**src/rtl/pov_pkg.sv**
```systemverilog
// pov_pkg: shared FSM encodings and EEPROM opcode
// for the POV frame streamer.
package pov_pkg;

  typedef enum logic [2:0] {
    S_IDLE,
    S_CMD,
    S_LOAD,
    S_CHECK,
    S_RUN,
    S_ERROR
  } pov_state_e;

  localparam logic [7:0] EEPROM_READ_CMD = 8'h03;

endpackage

```
**src/rtl/spi_byte_engine.sv**
```systemverilog
// spi_byte_engine: mode-0 single-byte SPI master, MSB first.
// Ports: clk, nreset, start/abort, tx_byte, miso in;
//   sclk, mosi, done (last clk of byte), rx_byte out.
// A start on the done clk chains the next byte with no gap.
module spi_byte_engine #(
  parameter int SCLK_DIV = 1
) (
  input  logic       clk,
  input  logic       nreset,
  input  logic       start,
  input  logic       abort,
  input  logic [7:0] tx_byte,
  input  logic       miso,
  output logic       sclk,
  output logic       mosi,
  output logic       done,
  output logic [7:0] rx_byte
);

  localparam int DW = (SCLK_DIV > 1) ? $clog2(SCLK_DIV) : 1;

  logic          active;
  logic [DW-1:0] div;
  logic [3:0]    half;
  logic [7:0]    tx_sh;
  logic          tick;

  assign tick = (div == DW'(SCLK_DIV - 1));
  assign done = active & tick & (half == 4'hf);
  assign mosi = active & tx_sh[7];

  always_ff @(posedge clk or negedge nreset) begin
    if (!nreset) begin
      active  <= 1'b0;
      div     <= '0;
      half    <= '0;
      tx_sh   <= '0;
      rx_byte <= '0;
      sclk    <= 1'b0;
    end else if (abort) begin
      active <= 1'b0;
      div    <= '0;
      half   <= '0;
      sclk   <= 1'b0;
    end else if (!active || done) begin
      div    <= '0;
      half   <= '0;
      sclk   <= 1'b0;
      active <= start;
      if (start) tx_sh <= tx_byte;
    end else if (tick) begin
      div  <= '0;
      half <= half + 4'd1;
      sclk <= ~sclk;
      // rising edge samples, falling edge shifts
      if (!sclk) rx_byte <= {rx_byte[6:0], miso};
      else       tx_sh   <= {tx_sh[6:0], 1'b0};
    end else begin
      div <= div + DW'(1);
    end
  end

endmodule

```
**src/rtl/pov_frame_streamer.sv**
```systemverilog
// pov_frame_streamer: bursts a frame from SPI EEPROM into a
// buffer, then shifts one column per col_strobe to HC595s.
// In: clk, nreset, run, col_strobe, dir, eeprom_miso.
// Out: eeprom_cs_n/sclk/mosi, hc595_sclk/dat/latch,
//   loaded, busy, overrun, error.
// Option: FRAME_CHECKSUM_EN adds a trailing XOR byte check.
module pov_frame_streamer
  import pov_pkg::*;
#(
  parameter int COLUMNS       = 100,
  parameter int BYTES_PER_COL = 1,
  parameter int ADDR_BYTES    = 1,
  parameter logic [ADDR_BYTES*8-1:0] START_ADDR = '0,
  parameter int SCLK_DIV      = 1
) (
  input  logic clk,
  input  logic nreset,
  input  logic run,
  input  logic col_strobe,
  input  logic dir,
  input  logic eeprom_miso,
  output logic eeprom_cs_n,
  output logic eeprom_sclk,
  output logic eeprom_mosi,
  output logic hc595_sclk,
  output logic hc595_dat,
  output logic hc595_latch,
  output logic loaded,
  output logic busy,
  output logic overrun,
  output logic error
);

  localparam int N  = COLUMNS * BYTES_PER_COL;
  localparam int IW = $clog2(N);
  localparam int CW = $clog2(N + 4);
  localparam int PW = $clog2(COLUMNS);

`ifdef FRAME_CHECKSUM_EN
  localparam pov_state_e LOAD_NEXT = S_CHECK;
`else
  localparam pov_state_e LOAD_NEXT = S_RUN;
`endif

  pov_state_e    state, state_d;
  logic [CW-1:0] cnt;
  logic          ee_go;
  logic [7:0]    frame_buf [N];
  logic [PW-1:0] ptr, ptr_nxt;
  logic          dir_q, busy_q, latch_q, overrun_q;
  logic [1:0]    bidx;
  logic [IW-1:0] hc_idx;
  logic          in_burst, buf_we;

  logic       ee_start, ee_abort, ee_done;
  logic [7:0] ee_tx, ee_rx;
  logic       hc_start, hc_abort, hc_done;
  logic       col_go, hc_next;
  logic [7:0] hc_tx, unused_hc_rx;

`ifdef FRAME_CHECKSUM_EN
  logic [7:0] csum;
`endif

  spi_byte_engine #(.SCLK_DIV(SCLK_DIV)) u_ee (
    .clk     (clk),
    .nreset  (nreset),
    .start   (ee_start),
    .abort   (ee_abort),
    .tx_byte (ee_tx),
    .miso    (eeprom_miso),
    .sclk    (eeprom_sclk),
    .mosi    (eeprom_mosi),
    .done    (ee_done),
    .rx_byte (ee_rx)
  );

  spi_byte_engine #(.SCLK_DIV(SCLK_DIV)) u_hc (
    .clk     (clk),
    .nreset  (nreset),
    .start   (hc_start),
    .abort   (hc_abort),
    .tx_byte (hc_tx),
    .miso    (1'b0),
    .sclk    (hc595_sclk),
    .mosi    (hc595_dat),
    .done    (hc_done),
    .rx_byte (unused_hc_rx)
  );

  always_comb begin
    state_d = state;
    unique case (state)
      S_IDLE: if (run) state_d = S_CMD;
      S_CMD: begin
        if (!run) state_d = S_IDLE;
        else if (ee_done && cnt == CW'(ADDR_BYTES))
          state_d = S_LOAD;
      end
      S_LOAD: begin
        if (!run) state_d = S_IDLE;
        else if (ee_done && cnt == CW'(N - 1))
          state_d = LOAD_NEXT;
      end
`ifdef FRAME_CHECKSUM_EN
      S_CHECK: begin
        if (!run) state_d = S_IDLE;
        else if (ee_done)
          state_d = (ee_rx == csum) ? S_RUN : S_ERROR;
      end
      S_ERROR: if (!run) state_d = S_IDLE;
`endif
      S_RUN: if (!run) state_d = S_IDLE;
      default: state_d = S_IDLE;
    endcase
  end

  always_comb begin
    in_burst = (state == S_CMD) || (state == S_LOAD) ||
               (state == S_CHECK);
    ee_start = ee_go & in_burst & run;
    ee_abort = in_burst & ~run;
    buf_we   = (state == S_LOAD) & run & ee_done;
    ee_tx    = 8'h00;
    if (state == S_CMD) begin
      if (cnt == '0) ee_tx = EEPROM_READ_CMD;
      for (int i = 0; i < ADDR_BYTES; i++)
        if (cnt == CW'(ADDR_BYTES - i))
          ee_tx = START_ADDR[8*i +: 8];
    end
    col_go   = (state == S_RUN) & run & col_strobe & ~busy_q;
    hc_next  = (state == S_RUN) & run & hc_done & (bidx != 2'd0);
    hc_start = col_go | hc_next;
    hc_abort = ~run;
    hc_idx   = IW'(ptr) * IW'(BYTES_PER_COL) +
               IW'(busy_q ? bidx - 2'd1 : 2'(BYTES_PER_COL - 1));
    hc_tx    = frame_buf[hc_idx];
    if (dir_q)
      ptr_nxt = (ptr == PW'(COLUMNS - 1)) ? '0 : ptr + PW'(1);
    else
      ptr_nxt = (ptr == '0) ? PW'(COLUMNS - 1) : ptr - PW'(1);
  end

  always_ff @(posedge clk) begin
    if (buf_we) frame_buf[cnt[IW-1:0]] <= ee_rx;
  end

  always_ff @(posedge clk or negedge nreset) begin
    if (!nreset) begin
      state     <= S_IDLE;
      cnt       <= '0;
      ee_go     <= 1'b0;
      ptr       <= '0;
      dir_q     <= 1'b0;
      busy_q    <= 1'b0;
      latch_q   <= 1'b0;
      overrun_q <= 1'b0;
      bidx      <= '0;
`ifdef FRAME_CHECKSUM_EN
      csum      <= '0;
`endif
    end else begin
      state   <= state_d;
      ee_go   <= 1'b0;
      latch_q <= 1'b0;
      if (state == S_IDLE && run) begin
        cnt       <= '0;
        ee_go     <= 1'b1;
        overrun_q <= 1'b0;
`ifdef FRAME_CHECKSUM_EN
        csum      <= '0;
`endif
      end
      if (in_burst && run && ee_done) begin
        ee_go <= (state_d == S_CMD) || (state_d == S_LOAD) ||
                 (state_d == S_CHECK);
        if (state == S_CMD && state_d == S_LOAD) cnt <= '0;
        else cnt <= cnt + CW'(1);
`ifdef FRAME_CHECKSUM_EN
        if (state == S_LOAD) csum <= csum ^ ee_rx;
`endif
      end
      if (state == S_RUN && run) begin
        if (col_strobe && busy_q) overrun_q <= 1'b1;
        if (col_go) begin
          busy_q <= 1'b1;
          dir_q  <= dir;
          bidx   <= 2'(BYTES_PER_COL - 1);
        end else if (latch_q) begin
          busy_q <= 1'b0;
        end else if (hc_done) begin
          if (bidx != 2'd0) begin
            bidx <= bidx - 2'd1;
          end else begin
            latch_q <= 1'b1;
            ptr     <= ptr_nxt;
          end
        end
      end else begin
        busy_q <= 1'b0;
      end
    end
  end

  assign eeprom_cs_n = ~in_burst;
  assign hc595_latch = latch_q;
  assign loaded      = (state == S_RUN);
  assign busy        = busy_q;
  assign overrun     = overrun_q;
`ifdef FRAME_CHECKSUM_EN
  assign error       = (state == S_ERROR);
`else
  assign error       = 1'b0;
`endif

endmodule

```
**config.mk**
```make
export PLATFORM = sky130hd
export DESIGN_NAME = pov_frame_streamer
export DESIGN_NICKNAME = d
export VERILOG_FILES = /design/src/rtl/pov_pkg.sv /design/src/rtl/spi_byte_engine.sv /design/src/rtl/pov_frame_streamer.sv
export SDC_FILE = /design/constraint.sdc
export NUM_CORES = 1
export LEC_CHECK = 0
export BUFFER_PORTS_ARGS = -buffer_cell sky130_fd_sc_hd__buf_2
export CORE_UTILIZATION = 55
export DETAILED_ROUTE_END_ITERATION = 8
export PLACE_DENSITY = 0.68
export RECOVER_POWER = 25
export SETUP_SLACK_MARGIN = 0.3
export SKIP_CTS_REPAIR_TIMING = 1
export SYNTH_ARGS = -nofsm -noshare
export SYNTH_HDL_FRONTEND = slang
export SYNTH_SLANG_ARGS = --single-unit
```
**constraint.sdc**
```tcl
create_clock -name clk -period 10.1 [get_ports clk]
set_input_delay 0.505 -clock clk [delete_from_list [all_inputs] [get_ports clk]]
set_output_delay 0.505 -clock clk [all_outputs]
set_load 0.1 [all_outputs]
```
==> results.md <==
* Max-slew headroom at -2.03
* Synth Flop Type: edfxtp_1
* Nets at 1856
* Period utilization at 0.575
* CP max stage delay at 1.48 ns
* Clock sink count at 860
* Die width at 252 microns
* Clock latency on the worst-skew pair at 0.64 ns
* Cells after Synth at 1809
* Post-synthesis mux area share at 0.155
* Die H at 252 microns
* CP Capture Type: flip-flop
* Post-layout min period at 5.81 ns
* Clk_skew at 0.0257 ns
* Ant. Diodes at 0
* Area of the multi-input gates at 8450 sq um
* Adder-Cell Fraction of Synth Area at 0.00566
* Leakage at 12.4 nW
* Share of layout cells above drive strength 1 at 0.209
* Final hold violations at 0
* Vias in the first global route at 17500
* Synth Area in Simple Gates at 0.0537
* Post-synth EDFFs at 800
* Post-synthesis sequential area ratio at 0.740
* Crit path arrival time at 6.32 ns
* Syn nets at 1830
* Synth Area in Compound Gates at 0.0263
* Critical Path RT at 10.61 ns
* Core Footprint at 61800 sq um
* Status: complete, but fails checks
* GPL Wtd Cong at 0.852
* Initial antenna violation count at 2
* WS Path Type: flip-flop to flip-flop
* Pre-CTS setup slack at 4.37 ns
* Drc violations at 0
* Mean Syn Cell Area at 19.1 sq um
* FMAX at 172 MHz
* Final WS setup at 4.29 ns
* Die area at 63700 sq um
* Final antenna-violating net count at 0
* Worst path bufs/invs at 3
* DR WL/cell at 28.7 microns
* Setup-failing EPs final at 0
* GR Util All Layers at 0.253
* Synth area leader: edfxtp_1
* Total negative slack at 0 ns
* Filler cell count at 4283
* Sequential Area at 25500 sq um
* Number of H-tree levels at 3
* Tightest Hold Check Type: input pin to flip-flop
* Via count at 17500
* Synth Area in XOR/XNOR at 0.00326
* Async SR Flop Fraction at 0.0698
* Cell chain of the critical path: nor2b_1, ha_4, inv_1, fa_4, buf_4, buf_4, mux4_2, mux4_2, mux2i_1, mux2i_1, a211o_1
* I/O pin count at 16
* RSZ-0062 raised after global routing: no
* CTS buffer count at 87
* CTS clk-pin slew, worst paths at 0.06 ns
* Largest family of logic cells by synthesized area: multiplexers
* CP Max Fanout at 59
* Post-synth cell types at 73
* Power Density at 211 nW/um^2
* Max-Cap Viols at 8
* Slowest stage cell, crit path: fa_4
* DR iter-0 viols at 2201
* Clk buf depth at 3
* PortBufs at 14
* Worst-margin pin slew at 4.54 ns
* Failing checks: max-capacitance violations, max-slew violations
* Largest net degree at the start of global routing at 103
* Ys Warns at 0
* Mapped Area at 34500 sq um
* Final wirelength at 78800 microns
* Pre-antenna DRT Iters at 7
* Top delay family on crit path: adder cells
* Seq cells post-synth at 860
* HPWL after detailed placement at 44900 microns
* Via density at 6.40
* CP startpoint kind: flip-flop
* # rows at 91
* First-pass GRT wire length at 116000 microns
* CTS tree: built
* Synth top area share at 0.696
* Final Util at 0.616
* Hold slack at 0.0769 ns
* Starting density of the core at 0.558
* CTS root buffer: clkbuf_16
* Area grow syn2layout at 10.3%
* Grt total ovfl at 0
* Pins Over Slew Limit at 771
* Synth top area cells: edfxtp_1, mux4_2, dfrtp_1
* Max IR drop VDD at 0.231 mV
Yosys cell counts, drive strengths merged (7+ instances only):
library cell / instances
a311oi: 8
and2: 14
dfrtp: 60
nor2b: 10
ha: 14
o31ai: 9
inv: 21
nor2: 151
a211o: 7
edfxtp: 800
nor3: 9
nand3: 42
a211oi: 7
buf: 50
mux4: 225
a21oi: 21
o21ai: 34
mux2i: 23
nand2: 148
clkbuf: 47
xnor2: 7
and3: 15
metrics by stage:
stage / area [sq um] / cells / power, W
detailed placement: 35400 / 2583 / 0.00494
global placement: 35400 / 2583 / 0.00490
finish: 38100 / 2743 / 0.00802
floorplan: 34500 / 1809 / 0.00469
global route: 38100 / 2743 / 0.00822
CTS: 38100 / 2743 / 0.00800
flip-flops by register name, indices dropped and copies added, names as in the netlist, 2 cells and up:
name,cells
frame_buf,800
u_ee.rx_byte,8
u_ee.tx_sh,8
u_hc.tx_sh,8
cnt,7
ptr,7
u_ee.half,4
u_hc.half,4
state,3
bidx,2
worst reg2reg max path: cells and delay by family (launching register included):
kind / cells / cell delay, ns
flops: 1 / 0.49
compound gates: 1 / 0.27
simple gates: 1 / 0.30
fa+ha+maj: 2 / 1.67
buf+inv: 3 / 1.62
mux: 4 / 1.35
report_power, final:
part / total, W / switching [W] / internal (W)
clock network: 0.00310 / 0.00134 / 0.00177
logic: 0.000147 / 0.000131 / 0.0000154
registers: 0.00477 / 0.000356 / 0.00442
kinds of logic after synthesis:
| logic type | Yosys count |
|---|---|
| AOI/OAI and AO/OA | 131 |
| xor gates and xnor gates | 12 |
| adders and majority gates | 15 |
| buffers and inverters | 119 |
| DFF | 860 |
| muxes | 251 |
| other | 1 |
| and+or+nand+nor | 420 |
placed cells by master, fill, tap and decap left out, drive strengths merged, types with 31 or more instances in the layout:
cell | synthesis | layout
buf | 50 | 31
nand2 | 148 | 148
dfrtp | 60 | 60
mux4 | 225 | 225
edfxtp | 800 | 800
clkinv | 1 | 45
nand3 | 42 | 42
clkbuf | 47 | 106
o21ai | 34 | 34
nor2 | 151 | 151
path summary, 6_finish.rpt:
| check | endpoint | cells after the start | start | slack [ns] |
|---|---|---|---|---|
| setup / recovery | u_hc.tx_sh[6] | 11 | busy | 4.29 |
| hold / removal | u_ee.rx_byte[0] | 3 | eeprom_miso | 0.08 |
| setup reg to reg | u_hc.tx_sh[6] | 11 | busy | 4.29 |
| hold reg to reg | u_ee.half[0] | 1 | u_ee.half[0] | 0.47 |
| max in group asynchronous | u_ee.rx_byte[4] | 2 | nreset | 6.44 |
| min in group asynchronous | u_ee.rx_byte[2] | 2 | nreset | 1.20 |
cell type report:
class                           count  share of cell area
Sequential cell                   860               0.671
Multi-Input combinational cell    830               0.222
Clock buffer                      103              0.0599
Tap cell                          837              0.0275
Clock inverter                     57              0.0116
Timing Repair Buffer               34             0.00582
Inverter                           22             0.00217
layer usage:
layer,global-route usage,up-vias,wire length (microns)
met2,0.392,804,37300
met4,0.0848,0,2340
met3,0.0468,134,6490
met1,0.368,9271,32700
li1,-,7339,-
met5,0,-,0
Note: power is estimated with default switching activity, not from simulation.
